--- src/rtl/arashi_pkg.sv ---
// Shared types and sizing constants for the arashi read sequencer.
package arashi_pkg;

    typedef enum logic [1:0] {
        IDLE     = 2'd0,
        READY    = 2'd1,
        INFLIGHT = 2'd2,
        DRAIN    = 2'd3
    } thread_state_t;

    localparam int READER_FIFO_DEPTH = 4;
    // Grants stop at this occupancy so the grant already registered in the
    // arbiter always finds room.
    localparam int READER_THROTTLE   = 2;

endpackage

--- src/rtl/arashi_req_fifo.sv ---
// Small synchronous FIFO for tagged read requests. Push and pop may happen in
// the same cycle at any occupancy, including full. DEPTH must be a power of 2.
module arashi_req_fifo #(
    parameter  int WIDTH = 18,
    parameter  int DEPTH = 4,
    localparam int AW    = $clog2(DEPTH),
    localparam int CW    = $clog2(DEPTH + 1)
) (
    input  logic             clk,
    input  logic             rstn,
    input  logic             push_i,
    input  logic [WIDTH-1:0] push_data_i,
    input  logic             pop_i,
    output logic [WIDTH-1:0] head_o,
    output logic [CW-1:0]    count_o,
    output logic             empty_o
);

    logic [WIDTH-1:0] mem_q [DEPTH];
    logic [AW-1:0]    wr_ptr_q;
    logic [AW-1:0]    rd_ptr_q;
    logic [CW-1:0]    count_q;
    logic             full;
    logic             do_push;
    logic             do_pop;

    // Pop only when data exists; a push into a full FIFO is only taken if a
    // pop frees the slot in the same cycle.
    always_comb begin
        full    = (count_q == CW'(DEPTH));
        do_pop  = pop_i && (count_q != '0);
        do_push = push_i && (!full || do_pop);
    end

    // Storage, pointers and occupancy.
    always_ff @(posedge clk or negedge rstn) begin
        if (!rstn) begin
            for (int i = 0; i < DEPTH; i++) begin
                mem_q[i] <= '0;
            end
            wr_ptr_q <= '0;
            rd_ptr_q <= '0;
            count_q  <= '0;
        end else begin
            if (do_push) begin
                mem_q[wr_ptr_q] <= push_data_i;
                wr_ptr_q        <= wr_ptr_q + AW'(1);
            end
            if (do_pop) begin
                rd_ptr_q <= rd_ptr_q + AW'(1);
            end
            count_q <= count_q + CW'(do_push) - CW'(do_pop);
        end
    end

    assign head_o  = mem_q[rd_ptr_q];
    assign count_o = count_q;
    assign empty_o = (count_q == '0);

endmodule

--- src/rtl/arashi_reader.sv ---
// Per-thread memory read sequencer behind the round-robin thread arbiter.
// Optional feature macro: ARASHI_READER_PERF_EN adds perf_grants/perf_drops
// saturating counters and their output ports.
//
// state    | meaning
// ---------+-----------------------------------------------------------
// IDLE     | thread not loaded; start moves it to READY
// READY    | eligible for a grant; accepted grant -> INFLIGHT
// INFLIGHT | one read outstanding; response -> READY, stop -> DRAIN
// DRAIN    | retired with a read outstanding; response -> IDLE
module arashi_reader
    import arashi_pkg::*;
#(
    parameter  int DATA_WIDTH       = 32,
    parameter  int MEM_WIDTH        = 16,
    parameter  int THREAD_NUM_WIDTH = 2,
    localparam int THREAD_NUM       = 1 << THREAD_NUM_WIDTH
) (
    input  logic                        clk,
    input  logic                        rstn,
    output logic [THREAD_NUM-1:0]       avail,
    input  logic [THREAD_NUM_WIDTH-1:0] toread,
    input  logic                        rcache,
    input  logic                        start_valid,
    input  logic [THREAD_NUM_WIDTH-1:0] start_tid,
    input  logic [MEM_WIDTH-1:0]        start_addr,
    input  logic                        stop_valid,
    input  logic [THREAD_NUM_WIDTH-1:0] stop_tid,
    output logic                        mem_req_valid,
    input  logic                        mem_req_ready,
    output logic [MEM_WIDTH-1:0]        mem_req_addr,
    output logic [THREAD_NUM_WIDTH-1:0] mem_req_tid,
    input  logic                        mem_rsp_valid,
    input  logic [THREAD_NUM_WIDTH-1:0] mem_rsp_tid,
    input  logic [DATA_WIDTH-1:0]       mem_rsp_data,
    output logic                        out_valid,
    output logic [THREAD_NUM_WIDTH-1:0] out_tid,
    output logic [DATA_WIDTH-1:0]       out_data
`ifdef ARASHI_READER_PERF_EN
    ,
    output logic [31:0]                 perf_grants,
    output logic [31:0]                 perf_drops
`endif
);

    localparam int REQ_W = THREAD_NUM_WIDTH + MEM_WIDTH;
    localparam int CNT_W = $clog2(READER_FIFO_DEPTH + 1);

    thread_state_t               state_q [THREAD_NUM];
    thread_state_t               state_d [THREAD_NUM];
    logic [MEM_WIDTH-1:0]        addr_q  [THREAD_NUM];
    logic [MEM_WIDTH-1:0]        addr_d  [THREAD_NUM];

    logic [THREAD_NUM-1:0]       eligible;
    logic [THREAD_NUM-1:0]       start_hit;
    logic [THREAD_NUM-1:0]       stop_hit;
    logic [THREAD_NUM-1:0]       rsp_hit;
    logic [THREAD_NUM-1:0]       grant_hit;
    logic                        throttle;
    logic                        grant_ok;
    logic                        rsp_ok;
    thread_state_t               rsp_state;

    logic [CNT_W-1:0]            fifo_count;
    logic                        fifo_empty;
    logic [REQ_W-1:0]            fifo_head;

    logic                        out_valid_q;
    logic [THREAD_NUM_WIDTH-1:0] out_tid_q;
    logic [DATA_WIDTH-1:0]       out_data_q;

    // Grant acceptance, response legality and per-thread event decode.
    // A stop to the granted thread in the same cycle cancels the grant.
    always_comb begin
        throttle  = (fifo_count >= CNT_W'(READER_THROTTLE));
        grant_ok  = rcache && (state_q[toread] == READY) && !throttle
                    && !(stop_valid && (stop_tid == toread));
        rsp_state = state_q[mem_rsp_tid];
        rsp_ok    = mem_rsp_valid && ((rsp_state == INFLIGHT) || (rsp_state == DRAIN));
        eligible  = '0;
        avail     = '0;
        start_hit = '0;
        stop_hit  = '0;
        rsp_hit   = '0;
        grant_hit = '0;
        for (int t = 0; t < THREAD_NUM; t++) begin
            eligible[t]  = (state_q[t] == READY);
            avail[t]     = eligible[t] && !throttle
                           && !(rcache && (toread == THREAD_NUM_WIDTH'(t)));
            start_hit[t] = start_valid && (start_tid == THREAD_NUM_WIDTH'(t));
            stop_hit[t]  = stop_valid && (stop_tid == THREAD_NUM_WIDTH'(t));
            rsp_hit[t]   = mem_rsp_valid && (mem_rsp_tid == THREAD_NUM_WIDTH'(t));
            grant_hit[t] = grant_ok && (toread == THREAD_NUM_WIDTH'(t));
        end
    end

    // Per-thread next state and address. A response is applied before a
    // stop in the same cycle, so INFLIGHT + response + stop lands in IDLE.
    always_comb begin
        state_d = state_q;
        addr_d  = addr_q;
        for (int t = 0; t < THREAD_NUM; t++) begin
            unique case (state_q[t])
                IDLE: begin
                    if (start_hit[t]) begin
                        state_d[t] = READY;
                        addr_d[t]  = start_addr;
                    end
                end
                READY: begin
                    if (stop_hit[t]) begin
                        state_d[t] = IDLE;
                    end else if (grant_hit[t]) begin
                        state_d[t] = INFLIGHT;
                    end
                end
                INFLIGHT: begin
                    if (rsp_hit[t]) begin
                        state_d[t] = stop_hit[t] ? IDLE : READY;
                    end else if (stop_hit[t]) begin
                        state_d[t] = DRAIN;
                    end
                end
                DRAIN: begin
                    if (rsp_hit[t]) begin
                        state_d[t] = IDLE;
                    end
                end
                default: state_d[t] = IDLE;
            endcase
            if (grant_hit[t]) begin
                addr_d[t] = addr_q[t] + MEM_WIDTH'(1);
            end
        end
    end

    // Thread state and address registers.
    always_ff @(posedge clk or negedge rstn) begin
        if (!rstn) begin
            for (int t = 0; t < THREAD_NUM; t++) begin
                state_q[t] <= IDLE;
                addr_q[t]  <= '0;
            end
        end else begin
            state_q <= state_d;
            addr_q  <= addr_d;
        end
    end

    arashi_req_fifo #(
        .WIDTH (REQ_W),
        .DEPTH (READER_FIFO_DEPTH)
    ) u_req_fifo (
        .clk         (clk),
        .rstn        (rstn),
        .push_i      (grant_ok),
        .push_data_i ({toread, addr_q[toread]}),
        .pop_i       (mem_req_ready),
        .head_o      (fifo_head),
        .count_o     (fifo_count),
        .empty_o     (fifo_empty)
    );

    // Request bus is held at zero whenever nothing is queued.
    assign mem_req_valid = !fifo_empty;
    assign {mem_req_tid, mem_req_addr} = fifo_empty ? '0 : fifo_head;

    // Registered return path; illegal responses never reach the pipeline.
    always_ff @(posedge clk or negedge rstn) begin
        if (!rstn) begin
            out_valid_q <= 1'b0;
            out_tid_q   <= '0;
            out_data_q  <= '0;
        end else begin
            out_valid_q <= rsp_ok;
            if (rsp_ok) begin
                out_tid_q  <= mem_rsp_tid;
                out_data_q <= mem_rsp_data;
            end
        end
    end

    assign out_valid = out_valid_q;
    assign out_tid   = out_tid_q;
    assign out_data  = out_data_q;

`ifndef SYNTHESIS
    // Flag responses for threads that have no read outstanding.
    always @(posedge clk) begin
        if (rstn && mem_rsp_valid && !rsp_ok) begin
            $error("arashi_reader: response for thread %0d with no read outstanding", mem_rsp_tid);
        end
    end
`endif

`ifdef ARASHI_READER_PERF_EN
    logic [31:0] perf_grants_q;
    logic [31:0] perf_drops_q;

    // Saturating counts of accepted and refused grant strobes.
    always_ff @(posedge clk or negedge rstn) begin
        if (!rstn) begin
            perf_grants_q <= '0;
            perf_drops_q  <= '0;
        end else begin
            if (grant_ok && (perf_grants_q != '1)) begin
                perf_grants_q <= perf_grants_q + 32'd1;
            end
            if (rcache && !grant_ok && (perf_drops_q != '1)) begin
                perf_drops_q <= perf_drops_q + 32'd1;
            end
        end
    end

    assign perf_grants = perf_grants_q;
    assign perf_drops  = perf_drops_q;
`endif

endmodule

--- config.mk ---
export PLATFORM = sky130hd
export DESIGN_NAME = arashi_reader
export DESIGN_NICKNAME = d
export VERILOG_FILES = /design/src/rtl/arashi_pkg.sv /design/src/rtl/arashi_req_fifo.sv /design/src/rtl/arashi_reader.sv
export SDC_FILE = /design/constraint.sdc
export NUM_CORES = 1
export LEC_CHECK = 0
export ABC_AREA = 1
export CAP_MARGIN = 25
export CORE_MARGIN = 5
export CORE_UTILIZATION = 58
export CTS_CLUSTER_DIAMETER = 40
export CTS_CLUSTER_SIZE = 8
export DETAILED_ROUTE_END_ITERATION = 10
export PLACE_DENSITY_LB_ADDON = 0.12
export SYNTH_ARGS = -nofsm -noshare
export SYNTH_HDL_FRONTEND = slang
export SYNTH_HIERARCHICAL = 1
export SYNTH_SLANG_ARGS = --single-unit
--- constraint.sdc ---
create_clock -name clk -period 3.2 [get_ports clk]
set_input_delay 0.96 -clock clk [delete_from_list [all_inputs] [get_ports clk]]
set_output_delay 0.96 -clock clk [all_outputs]
set_load 0.005 [all_outputs]
==> metrics.yaml <==
fin_area_um2: 13500
hold_viol: 0
port_buffers: 120
power_mw: 11.2
gp_congestion: 0.999
ys_seq_area_frac: 0.418
setup_slack_ps: 53.7
clk_path_buf_depth: 2
num_vias: 10800
n_antenna_cell: 0
clock_power_share: 0.186
maxCapViolations: 0
p_int_mw: 6.47
min_period_over_period: 0.983
clk_pin_slew_ps: 80
gr-usage-all-layers: 0.286
cpPeakStageDelay_ps: 520
cts_sinks: 186
die_w_um: 149
cpMostUsedCell: "clkdlybuf4s50_1"
firstDrtPassIters: 6
final_max_slew_viol_count: 0
hold_class: "register to register"
regArea_um2: 4650
worst_pin_slew_ps: 605
start_kind: "primary input"
p_sw_mw: 4.73
dp_slack_ps: -298
cts_tree: "yes"
arrival_ps: 2190
ys_async_sr_fraction: 1.00
die-area_um2: 22100
setup-tns-final_ps: 0
crit_fanout: 4
viasPerCell: 5.51
synth_area_per_cell_um2: 7.16
start_util: 0.592
drt-initial-drc-count: 1078
cts_made_buffers: 17
synthCells: 1555
htreeDepth: 4
regToRegSetupSlack_ps: 740
root_buffer: "clkbuf_16"
top_level_ports: 121
power.density_nw_per_um2: 832
fmax_mhz: 318
crit_path_cell_trace: "clkdlybuf4s50_1, buf_4, a21oi_1, clkdlybuf4s50_1"
ir_drop_mv: 0.437
fin_util: 0.714
outcome: "finished, final reports clean"
core_um2: 18800
grt_overflow_total: 0
cts_hold_buf: 0
finalSetupViolCount: 0
layout-drive-gt1-share: 0.0866
endpoint_kind: "output port"
crit_family: "buffers and inverters"
clkLatencyLatePin_ps: 440
synth_fp_nets: 1629
p_leak_nw: 6.84
grt_pass1_vias: 10400
synth_edf_count: 0
rsz0062_at_grt: "no"
synth_area_um2: 11100
crit_type: "primary input to output port"
drc: 0
critPathSlowestCell: "clkdlybuf4s50_1"
dp_hpwl_um: 22500
row_count: 50
synthFlopType: "dfrtp_1"
wirelength_um: 31300
ys_ff_latch: 186
p_comb_frac: 0.442
syn_to_final_growth_pct: 20.7
p_sw_frac: 0.422
synth_warnings: 6
netlist-cell-type-count: 37
fin_skew_ps: 11.9
multi_input_area_um2: 5470
ant_nets: 0
die_h_um: 149
placedInstanceArea_um2: 12800
n_fill_cell: 1560
cp_num_buf_inv: 3
antenna_found_initial: 0
grt_first_pass_wirelength_um: 51500
wl_per_cell_um: 15.9
seq_power_share: 0.373
grt_max_degree: 63
critPathRequiredTime_ps: 2240
slew_headroom: 0.597
final_nets: 1770
min_period_ps: 3150
sequential cells by signal, indices dropped and copies added (netlist names):
signal	flops
out_data	32
state_q	8
addr_q	64
u_req_fifo/rd_ptr_q	2
u_req_fifo/count_o	3
out_tid	2
u_req_fifo/wr_ptr_q	2
out_valid	1
u_req_fifo/mem_q	72
what timing repair did:
item,CTS,global route
buffers inserted,4,0
resized for setup,7,3
setup endpoints to repair,4,2
placed cells by master, fill, tap and decap left out, types with 2 or more instances in the layout:
| cell type | synthesis | final |
|---|---|---|
| nor2_2 | 8 | 8 |
| buf_12 | 0 | 6 |
| nand3_2 | 5 | 6 |
| buf_4 | 9 | 64 |
| o21ai_0 | 80 | 80 |
| o221ai_1 | 12 | 12 |
| nand3_4 | 4 | 4 |
| nand2_4 | 1 | 2 |
| dfrtp_1 | 186 | 186 |
| inv_6 | 0 | 4 |
| o21ai_2 | 4 | 4 |
| a31oi_1 | 4 | 4 |
| buf_6 | 18 | 4 |
| a22oi_1 | 17 | 17 |
| o21ai_1 | 4 | 4 |
| nand4_1 | 84 | 84 |
| nand2_2 | 2 | 2 |
| clkinv_4 | 0 | 4 |
| nor2_4 | 5 | 5 |
| nor2_1 | 160 | 160 |
| nor3_1 | 19 | 18 |
| nand3_1 | 63 | 62 |
| clkinv_8 | 0 | 2 |
| o22ai_1 | 19 | 19 |
| inv_8 | 0 | 3 |
| inv_1 | 145 | 144 |
| inv_2 | 6 | 6 |
| a21oi_1 | 8 | 8 |
| ha_1 | 10 | 10 |
| inv_4 | 1 | 2 |
| clkbuf_16 | 0 | 17 |
| nand2_1 | 581 | 580 |
| dlygate4sd2_1 | 0 | 4 |
| xnor2_1 | 9 | 9 |
| xor2_1 | 40 | 40 |
| clkdlybuf4s50_1 | 0 | 114 |
area by class of cell:
cell class | count | share of cell area
multi-input combinational | 1144 | 0.407
sequential | 186 | 0.346
timing repair buffer | 194 | 0.137
inverter | 153 | 0.0431
clock buffer | 17 | 0.0316
tap | 260 | 0.0242
clock inverter | 15 | 0.0111
worst paths after layout:
path | startpoint | to | cells past startpoint
worst min-delay path | u_req_fifo/mem_q[21] | u_req_fifo/mem_q[21] | 2
worst max-delay path | rcache | avail[3] | 4
max in group asynchronous | rstn | addr_q[7] | 2
worst max register to register | u_req_fifo/count_o[1] | u_req_fifo/count_o[2] | 13
min in group asynchronous | rstn | u_req_fifo/mem_q[34] | 1
worst min register to register | u_req_fifo/mem_q[21] | u_req_fifo/mem_q[21] | 2
routing by layer:
metal  share of wire  global-route usage
met1            0.41               0.379
met2            0.50               0.484
met3           0.064              0.0344
met4           0.025               0.107
met5               0                   0
kinds of logic (layout without fill, tap and decap cells):
logic type / Yosys count / after routing / share of synthesized area
buf+inv: 225 / 379 / 0.0931
compound gates: 152 / 152 / 0.0813
simple gates: 932 / 932 / 0.356
flops: 186 / 186 / 0.418
xor+xnor: 49 / 49 / 0.0385
fa+ha+maj: 11 / 11 / 0.0130
synthesized netlist by cell type, drive strengths merged (9+ instances only):
master	n	area [um2]
ha	10	125
o21ai	88	455
nor2	173	707
nand2	584	2200
nand3	72	435
dfrtp	186	4650
o22ai	19	119
xnor2	9	78.8
xor2	40	350
inv	152	573
o221ai	12	105
a22oi	17	128
clkbuf	21	78.8
nor3	19	95.1
buf	51	382
nand4	84	526
stage by stage:
| stage | hold WS (ps) | std cells |
|---|---|---|
| 6_report | 470 | 1969 |
| 4_1_cts | 471 | 1969 |
| 5_1_grt | 491 | 1969 |
| 2_1_floorplan | 437 | 1555 |
| 3_3_place_gp | 447 | 1933 |
| 3_5_place_dp | 453 | 1933 |
worst min-delay path: stages (launching register included):
cell and delay, ps:
dfrtp_1 350, nand2_1 50, nand2_1 40
power groups by stage:
| stage | Clock [mW] | Combinational [mW] | Sequential, mW |
|---|---|---|---|
| 3_3_place_gp | 0 | 4.77 | 4.14 |
| 2_1_floorplan | 0 | 3.05 | 3.96 |
| 4_1_cts | 2.10 | 4.93 | 4.14 |
| 5_1_grt | 2.21 | 5.54 | 4.31 |
| 6_report | 2.08 | 4.95 | 4.17 |
| 3_5_place_dp | 0 | 4.90 | 4.17 |
Note: power is estimated with default switching activity, not from simulation.
